--- src/rtl/serial_sample_responder.sv ---
// serial_sample_responder
// Command/response engine sitting between a UART receiver/transmitter pair and
// a bank of NUM_CH sensor sample sources. A one-byte host command selects one
// channel or all channels; the selected samples are snapshotted and streamed
// back as a framed, little-endian response with a single-start handshake on
// tx_busy. Unknown commands are answered with a single NAK byte.
//
// Optional feature: define SERIAL_RESP_CHECKSUM_EN to append an XOR checksum
// byte to every data frame (never to NAK frames). Without the macro no
// checksum logic exists.

module serial_sample_responder #(
  parameter int         NUM_CH    = 3,
  parameter int         SAMPLE_W  = 16,
  parameter logic [7:0] CMD_BASE  = 8'h78,
  parameter logic [7:0] CMD_ALL   = 8'h61,
  parameter logic [7:0] SYNC_BYTE = 8'h00,
  parameter logic [7:0] NAK_BYTE  = 8'h15
) (
  input  logic                       CLK_50,
  input  logic                       rst,
  input  logic                       rx_valid,
  input  logic [7:0]                 rx_data,
  input  logic [NUM_CH*SAMPLE_W-1:0] ch_data,
  output logic                       tx_start,
  output logic [7:0]                 tx_data,
  input  logic                       tx_busy,
  output logic [2:0]                 sel_ch,
  output logic                       resp_busy,
  output logic                       cmd_drop
);

  // Bytes per sample, width of one zero-padded sample slot, and of the shadow.
  localparam int NB     = (SAMPLE_W + 7) / 8;
  localparam int SLOT_W = NB * 8;
  localparam int SH_W   = NUM_CH * SLOT_W;

`ifdef SERIAL_RESP_CHECKSUM_EN
  localparam int CSUM_LEN = 1;
`else
  localparam int CSUM_LEN = 0;
`endif

  // Byte index of the last byte in the longest frame, and counter width.
  localparam int MAX_IDX = NUM_CH * NB + CSUM_LEN;
  localparam int CNT_W   = $clog2(MAX_IDX + 1);

  localparam logic [CNT_W-1:0] LAST_ONE = CNT_W'(NB + CSUM_LEN);
  localparam logic [CNT_W-1:0] LAST_ALL = CNT_W'(NUM_CH * NB + CSUM_LEN);

  typedef enum logic [2:0] {
    S_IDLE,
    S_LOAD,
    S_SEND,
    S_ACK,
    S_DONE
  } state_t;

  state_t            r_state;
  state_t            w_next_state;
  logic              w_tx_start;
  logic              w_advance;

  logic [7:0]        w_cmd_off;
  logic              w_is_chan;
  logic              w_is_all;

  logic [SH_W-1:0]   w_all_padded;
  logic [SH_W-1:0]   w_one_padded;
  logic [SH_W-1:0]   r_shadow;

  logic [CNT_W-1:0]  r_byte_cnt;
  logic [CNT_W-1:0]  r_last_idx;
  logic              r_all_mode;
  logic              r_nak;
  logic [2:0]        r_sel_ch;
  logic              r_cmd_drop;
  logic [7:0]        w_tx_byte;

`ifdef SERIAL_RESP_CHECKSUM_EN
  logic [7:0]        r_csum;
`endif

  // Command decode; a channel code takes priority over an overlapping CMD_ALL.
  always_comb begin
    w_cmd_off = rx_data - CMD_BASE;
    w_is_chan = (w_cmd_off < 8'(NUM_CH));
    w_is_all  = !w_is_chan && (rx_data == CMD_ALL);
  end

  // Zero-pad every channel into its own byte-aligned slot, channel 0 lowest.
  always_comb begin
    w_all_padded = '0;
    for (int i = 0; i < NUM_CH; i++) begin
      w_all_padded[i*SLOT_W +: SAMPLE_W] = ch_data[i*SAMPLE_W +: SAMPLE_W];
    end
  end

  // Single-channel snapshot: the selected slot moved down to the bottom.
  always_comb begin
    w_one_padded = '0;
    w_one_padded[SLOT_W-1:0] = w_all_padded[r_sel_ch*SLOT_W +: SLOT_W];
  end

  // Byte currently offered to the transmitter: header, sample bytes, checksum.
  always_comb begin
    w_tx_byte = r_shadow[7:0];
    if (r_byte_cnt == '0) begin
      w_tx_byte = r_nak ? NAK_BYTE : SYNC_BYTE;
    end
`ifdef SERIAL_RESP_CHECKSUM_EN
    else if (r_byte_cnt == r_last_idx) begin
      w_tx_byte = r_csum;
    end
`endif
  end

  // State register.
  always_ff @(posedge CLK_50) begin
    if (rst) begin
      r_state <= S_IDLE;
    end else begin
      r_state <= w_next_state;
    end
  end

  // Next-state logic plus the start strobe and the byte-advance request.
  always_comb begin
    w_next_state = r_state;
    w_tx_start   = 1'b0;
    w_advance    = 1'b0;
    case (r_state)
      S_IDLE: begin
        if (rx_valid) begin
          if (w_is_chan || w_is_all) begin
            w_next_state = S_LOAD;
          end else begin
            w_next_state = S_SEND;
          end
        end
      end
      S_LOAD: begin
        w_next_state = S_SEND;
      end
      S_SEND: begin
        if (!tx_busy && !rst) begin
          w_tx_start   = 1'b1;
          w_next_state = S_ACK;
        end
      end
      S_ACK: begin
        if (tx_busy) begin
          w_next_state = S_DONE;
        end
      end
      S_DONE: begin
        if (!tx_busy) begin
          if (r_byte_cnt == r_last_idx) begin
            w_next_state = S_IDLE;
          end else begin
            w_advance    = 1'b1;
            w_next_state = S_SEND;
          end
        end
      end
      default: begin
        w_next_state = S_IDLE;
      end
    endcase
  end

  // Frame bookkeeping: command latch, snapshot, byte counter and drop flag.
  always_ff @(posedge CLK_50) begin
    if (rst) begin
      r_byte_cnt <= '0;
      r_last_idx <= '0;
      r_all_mode <= 1'b0;
      r_nak      <= 1'b0;
      r_sel_ch   <= 3'd0;
      r_shadow   <= '0;
      r_cmd_drop <= 1'b0;
    end else begin
      r_cmd_drop <= rx_valid && (r_state != S_IDLE);
      if ((r_state == S_IDLE) && rx_valid) begin
        r_byte_cnt <= '0;
        if (w_is_chan) begin
          r_sel_ch   <= w_cmd_off[2:0];
          r_all_mode <= 1'b0;
          r_nak      <= 1'b0;
          r_last_idx <= LAST_ONE;
        end else if (w_is_all) begin
          r_all_mode <= 1'b1;
          r_nak      <= 1'b0;
          r_last_idx <= LAST_ALL;
        end else begin
          r_nak      <= 1'b1;
          r_last_idx <= '0;
        end
      end
      if (r_state == S_LOAD) begin
        r_byte_cnt <= '0;
        r_shadow   <= r_all_mode ? w_all_padded : w_one_padded;
      end
      if (w_advance) begin
        r_byte_cnt <= r_byte_cnt + 1'b1;
        if (r_byte_cnt != '0) begin
          r_shadow <= r_shadow >> 8;
        end
      end
    end
  end

`ifdef SERIAL_RESP_CHECKSUM_EN
  // Running XOR of every byte handed to the transmitter in the current frame.
  always_ff @(posedge CLK_50) begin
    if (rst) begin
      r_csum <= 8'h00;
    end else if (r_state == S_LOAD) begin
      r_csum <= 8'h00;
    end else if (w_tx_start) begin
      r_csum <= r_csum ^ w_tx_byte;
    end
  end
`endif

  assign tx_start  = w_tx_start;
  assign tx_data   = (r_state == S_IDLE) ? 8'h00 : w_tx_byte;
  assign sel_ch    = r_sel_ch;
  assign resp_busy = (r_state != S_IDLE);
  assign cmd_drop  = r_cmd_drop;

endmodule
--- config.mk ---
export PLATFORM = sky130hd
export DESIGN_NAME = serial_sample_responder
export DESIGN_NICKNAME = d
export VERILOG_FILES = /design/src/rtl/serial_sample_responder.sv
export SDC_FILE = /design/constraint.sdc
export NUM_CORES = 1
export LEC_CHECK = 0
export CORE_MARGIN = 2
export CORE_UTILIZATION = 25
export DETAILED_ROUTE_END_ITERATION = 10
export GPL_TIMING_DRIVEN = 0
export HOLD_SLACK_MARGIN = 0.02
export PLACE_DENSITY = 0.52
export SLEW_MARGIN = 20
export SYNTH_ARGS = -nofsm -noshare
export SYNTH_HDL_FRONTEND = slang
export SYNTH_SLANG_ARGS = --single-unit
--- constraint.sdc ---
create_clock -name CLK_50 -period 2.2 [get_ports CLK_50]
set_input_delay 0.44 -clock CLK_50 [delete_from_list [all_inputs] [get_ports CLK_50]]
set_output_delay 0.44 -clock CLK_50 [all_outputs]
set_load 0.005 [all_outputs]
==> flow_metrics.tcl, run 1 <==
set metrics [dict create \
    ys_types 41 \
    syn2layout_area_growth_pct 39.23 \
    die_x_um 125.3 \
    leakage_uw 0.001998 \
    critical_path_arrival_ns 1.68 \
    netlist_area_sq_um 3677 \
    rsz0062_at_grt "false" \
    cts_root_buf "clkbuf_16" \
    synth-seq-cells 62 \
    grt-ovfl-total 0 \
    synth_edf_count 0 \
    io_pins 74 \
    required_ns 1.76 \
    fin_tns_setup_ns 0 \
    placed_area_sq_um 4638 \
    crit_path_start "r_state[0]" \
    skew_ns 0.006190 \
    port_buffers 73 \
    cts.clk_slew.worst_paths_ns 0.05 \
    crit_fanout 10 \
    status "finished clean" \
    synthFlopType "dfxtp_1" \
    die_height_um 125.3 \
    critical_path.reg2reg.endpoint "r_shadow[7]" \
    core_sq_um 14480 \
    drv_cap 0 \
    period_minus_slack_ns 2.123 \
    syn_inst 446 \
    drtPass1Iterations 5 \
    n_antenna_cell 0 \
    hold_path_class "reg -> reg" \
    drt_wl_total_um 12720 \
    die_area_sq_um 15700 \
    grt_max_degree 11 \
    worstSkewPairLatency_ns 0.33 \
    cts_buffer_depth 2 \
    htreeDepth 3 \
    start_util 0.2540 \
    gp_congestion 0.8927 \
    power.density_nw_per_um2 612.6 \
    fin_nets 599 \
    pre_cts_slack_ns -0.4124 \
    async_reset_ff_frac 0 \
    crit_path_end_kind "primary output" \
    cts_tree "yes" \
    relSlewSlack 0.4932 \
    ant_nets 0 \
    grt_pass1_wl_um 20130 \
    start_kind "flop" \
    place_hpwl_um 9909 \
    peakVddDrop_mv 0.3350 \
    worst_slew_pin_slew_ns 0.7602 \
    via_per_inst 5.029 \
    drc 0 \
    rrSetupSlack_ns 0.11 \
    grt_pass1_vias 3692 \
    finalPower_uw 3136 \
    rows 44 \
    maxSlewViolCount 0 \
    ys_seq_area_frac 0.3375 \
    layout_setup_ws_ns 0.07697 \
    drive_above_1_share 0.1922 \
    setup_viol 0 \
    antenna_found_initial 0 \
    criticalPathCategory "reg -> out" \
    clock-sinks 62 \
    synth_warnings 0 \
    post_drt_wl_per_cell_um 17.54 \
    drt_iter0_markers 303 \
    hold_viol_final 0 \
    design_area_sq_um 5120 \
    grt.total_usage 0.1650 \
    rr_startpoint "r_state[0]" \
    cts-buffers-inserted 9 \
    num_vias 3646 \
    synth.avg_cell_area_sq_um 8.245 \
    endpoint "resp_busy" \
    syn-num-nets 509 \
    post-route-period-util 0.9650 \
    reg2regPathDepth 7 \
    fmax_ghz 0.4710 \
]
==> where the power goes <==
part	switching, uW	total (uW)	internal [uW]
registers	12.9	1160	1140
clock network	502	1580	1080
logic	204	395	192
total	719	3140	2420
==> critical path, stage by stage (launching register included) <==
cell	delay, ns
dfxtp_1	0.29
buf_2	0.18
nor3_4	0.26
buf_4	0.17
inv_1	0.03
clkdlybuf4s50_1	0.43
==> cell usage after synthesis (2+ instances only) <==
master     number  area share
nand2b_1       20       0.034
a31oi_1         2      0.0034
a21o_1         16       0.033
a21oi_1        33       0.045
or4_1           2      0.0041
o221ai_1       16       0.038
a2111oi_0       2      0.0048
clkbuf_1       26       0.027
nor2_1         47       0.048
nand2_1        62       0.063
ha_1            3       0.010
nor2b_1         3      0.0051
buf_1           2      0.0020
nand3_1        34       0.046
and2_1          7       0.012
xnor2_1         3      0.0071
inv_1          21       0.021
buf_6           4       0.012
o21ai_0         2      0.0027
buf_2          12       0.016
nor3b_1         3      0.0061
nor3_1          4      0.0054
xor2_1          3      0.0071
dfxtp_1        62        0.34
mux2i_1         2      0.0054
a311oi_2       40        0.16
==> registers in the layout, indices dropped and copies added (netlist names) <==
signal	flops
cmd_drop	1
r_all_mode	1
r_byte_cnt	3
r_last_idx	2
r_nak	1
r_shadow	48
r_state	3
sel_ch	3
==> per-layer routing <==
layer  global-route usage  vias to the layer above  routed length [um]
li1                     -                     1783                   -
met1               0.2179                     1730                5856
met2               0.2692                      115                5954
met3              0.02995                       18                 650
met4              0.06078                        0                 255
met5                    0                        -                   0
==> how the worst min path moves through the flow <==
stage                      start  slack [ns]  cells past startpoint            to
floorplan           r_shadow[40]        0.43                      2  r_shadow[40]
global placement    r_shadow[46]        0.45                      2  r_shadow[46]
detailed placement  r_shadow[45]        0.45                      2  r_shadow[45]
CTS                 r_shadow[45]        0.46                      2  r_shadow[45]
global route        r_shadow[44]        0.48                      2  r_shadow[44]
finish              r_shadow[45]        0.46                      2  r_shadow[45]
==> metrics by stage <==
step                  util  std cells  hold slack [ns]
global placement    0.3203        703           0.4459
global route        0.3536        725           0.4751
floorplan                -        446           0.4323
detailed placement  0.3203        703           0.4491
CTS                 0.3502        724           0.4574
finish              0.3536        725           0.4576
==> final cells by class <==
class	count	area, sq um
Buffer	43	215.2
Clock buffer	13	270.3
Clock inverter	3	65.06
Fill cell	1498	9359
Inverter	21	78.83
Multi-Input combinational cell	319	2237
Sequential cell	62	1245
Tap cell	184	230.2
Timing Repair Buffer	80	778.2
==> logic make-up after synthesis <==
family,Yosys count,share of synthesized area
mux,2,0.005444
flops,62,0.3375
compound gates,117,0.3069
xor+xnor,6,0.01429
fa+ha+maj,3,0.01021
buf+inv,65,0.07860
simple gates,191,0.2470
==> cell usage in the layout, fill, tap and decap left out, types with 3 or more instances in the layout <==
| master | synthesis | layout |
|---|---|---|
| clkbuf_16 | 0 | 9 |
| buf_6 | 4 | 5 |
| xnor2_1 | 3 | 3 |
| nand2_1 | 62 | 61 |
| a311oi_2 | 40 | 40 |
| xor2_1 | 3 | 3 |
| nor3b_1 | 3 | 3 |
| inv_1 | 21 | 19 |
| dfxtp_2 | 0 | 3 |
| o221ai_1 | 16 | 16 |
| nand3_1 | 34 | 34 |
| clkbuf_1 | 26 | 24 |
| dlygate4sd2_1 | 0 | 8 |
| a21o_1 | 16 | 16 |
| a21oi_2 | 0 | 3 |
| nor2_1 | 47 | 46 |
| and2_1 | 7 | 5 |
| buf_4 | 0 | 7 |
| dfxtp_1 | 62 | 59 |
| nand2b_1 | 20 | 19 |
| clkdlybuf4s50_1 | 0 | 63 |
| clkbuf_8 | 0 | 3 |
| a21oi_1 | 33 | 30 |
| buf_2 | 12 | 11 |
==> what timing repair did <==
item	CTS	global route
gates resized for setup	28	13
hold buffers	0	0
pin swaps	3	3
gates cloned	0	0
buffers inserted	5	2
endpoints found under the setup margin	17	26
(Power assumes the default switching activity.)
==> inputs of run 2 (changes only) <==
--- a/config.mk
+++ b/config.mk
@@ -7,10 +7,12 @@
 export LEC_CHECK = 0
 export CORE_MARGIN = 2
 export CORE_UTILIZATION = 25
+export CTS_CLUSTER_SIZE = 10
 export DETAILED_ROUTE_END_ITERATION = 10
 export GPL_TIMING_DRIVEN = 0
 export HOLD_SLACK_MARGIN = 0.02
 export PLACE_DENSITY = 0.52
+export SKIP_CTS_REPAIR_TIMING = 1
 export SLEW_MARGIN = 20
 export SYNTH_ARGS = -nofsm -noshare
 export SYNTH_HDL_FRONTEND = slang
==> run 2 against run 1 <==
Against the previous run: fmax shrank 2.9%; worst hold slack better by 0.0010 ns; flip-flop and latch count did not move; worst setup slack worse by 0.064 ns; clock power about the same; register-to-register slack worse by 0.03 ns; sequential power is essentially flat; final cell count shrank 0.14%; power increased by 0.29%; first-iteration DRC count grew 3.0%.
==> flow_metrics.tcl, run 2 (synthesis gave the netlist of run 1 again) <==
set metrics [dict create \
    status "finished clean" \
    fill_cells 1492 \
    via_per_inst 5.029 \
    path_delay_family "buffers and inverters" \
    cts_root_buf "clkbuf_16" \
    post_drt_wl_per_cell_um 17.66 \
    design_area_sq_um 5145 \
    fin_cells 724 \
    period_minus_slack_ns 2.187 \
    htreeDepth 3 \
    placed_cells 703 \
    hold_path_class "reg -> reg" \
    gp_congestion 0.8927 \
    drv_cap 0 \
    die_x_um 125.3 \
    clock-sinks 62 \
    grt_pass1_vias 3631 \
    rrSetupSlack_ns 0.08 \
    ant_nets 0 \
    criticalPathCategory "reg -> out" \
    critical_path_arrival_ns 1.75 \
    rows 44 \
    io_pins 74 \
    drtPass1Iterations 5 \
    power.density_nw_per_um2 611.4 \
    num_vias 3641 \
    n_antenna_cell 0 \
    crit_path_end_kind "primary output" \
    start_kind "flop" \
    hold_depth 2 \
    finalPower_uw 3145 \
    antenna_found_initial 0 \
    syn2layout_area_growth_pct 39.91 \
    grt_max_degree 11 \
    slowest_delay_ns 0.43 \
    reg2regPathDepth 6 \
    crit_fanout 10 \
    place_hpwl_um 9909 \
    rr_startpoint "r_state[2]" \
    drt_wl_total_um 12790 \
    largest_register "r_shadow" \
    start_util 0.2540 \
    hold_viol_final 0 \
    crit_path_start "r_state[0]" \
    leakage_uw 0.002112 \
    worst_slew_pin_slew_ns 0.7514 \
    fmax_ghz 0.4571 \
    cts_buffer_depth 2 \
    setup_viol 0 \
    cts-buffers-inserted 9 \
    critical_path.reg2reg.endpoint "r_shadow[31]" \
    port_buffers 73 \
    critPathBufInv 4 \
    maxSlewViolCount 0 \
    holdPathEnd "r_shadow[45]" \
    relSlewSlack 0.4991 \
    drive_above_1_share 0.1889 \
    die_area_sq_um 15700 \
    post-route-period-util 0.9943 \
    worstSkewPairLatency_ns 0.33 \
    multi_input_area_sq_um 2238 \
    grt-ovfl-total 0 \
    rsz0062_at_grt "true" \
    fin_nets 598 \
    cts.clk_slew.worst_paths_ns 0.05 \
    path_cells "buf_2 -> nor3_4 -> buf_6 -> inv_1 -> clkdlybuf4s50_1" \
    drc 0 \
    slowest_stage "clkdlybuf4s50_1" \
    core_sq_um 14480 \
    largest_register_ffs 48 \
    final_common_cell "clkdlybuf4s50_1" \
    hold_start "r_shadow[45]" \
    grt.total_usage 0.1632 \
    grt_pass1_wl_um 19890 \
    placed_area_sq_um 4638 \
    cts_tree "yes" \
    regArea_sq_um 1244 \
    peakVddDrop_mv 0.3072 \
    final_cell_mix "clkdlybuf4s50_1 (62), nand2_1 (61), dfxtp_1 (60)" \
    die_height_um 125.3 \
    drt_iter0_markers 312 \
    required_ns 1.76 \
    postLayoutCoreUtil 0.3553 \
    skew_ns 0.007393 \
]
-- run 2: changes by cell type in the layout (fill, tap and decap cells not counted) --
cell,previous run,this run
dlymetal6s2s_1,2,11
dlygate4sd2_1,8,0
a2111oi_0,1,0
a2111oi_1,0,1
buf_4,7,6
clkdlybuf4s50_1,63,62
dfxtp_1,59,60
dfxtp_2,3,2
-- run 2: per-stage QoR --
step                setup slack, ns   TNS, ns  hold slack [ns]
finish                      0.01250         0           0.4586
CTS                         -0.3939    -3.184           0.4574
detailed placement          -0.4124    -15.61           0.4491
global route               -0.04032  -0.05002           0.4751
floorplan                    0.3244         0           0.4323
global placement            -0.3967    -13.52           0.4459
-- run 2: how the worst max path moves through the flow --
stage                      end  slack (ns)  cells after the start
floorplan            sel_ch[0]        0.32                      7
global placement    r_state[0]       -0.40                      6
detailed placement  r_state[0]       -0.41                      6
CTS                 tx_data[7]       -0.39                      6
global route         resp_busy       -0.04                      5
finish               resp_busy        0.01                      5
-- run 2: metal layers --
layer  share of wire  global-route usage
met5               0                   0
met1            0.46              0.2169
met4           0.015             0.05621
met2            0.47              0.2673
met3           0.053             0.02867
-- run 2: report_power, final --
| group | leakage [uW] | switching [uW] | internal [uW] | total, uW |
|---|---|---|---|---|
| clock | 0.000166 | 507 | 1080 | 1590 |
| combinational | 0.00144 | 206 | 194 | 400 |
| sequential | 0.000502 | 12.2 | 1140 | 1160 |
| total | 0.00211 | 725 | 2420 | 3150 |
-- run 2: layout make-up --
cell class	count	share of cell area
Inverter	21	0.01532
Timing Repair Buffer	79	0.1569
Tap cell	184	0.04475
Multi-Input combinational cell	319	0.4351
Clock buffer	13	0.05253
Sequential cell	62	0.2417
Clock inverter	3	0.01265
Buffer	43	0.04110
-- run 2: worst reg2reg max path, stage by stage, from the launching register on --
cell and delay [ns]:
dfxtp_1 0.56, or4b_4 0.56, a31oi_4 0.23, nand2_4 0.16
buf_2 0.22, nor2_1 0.18, a311oi_2 0.07
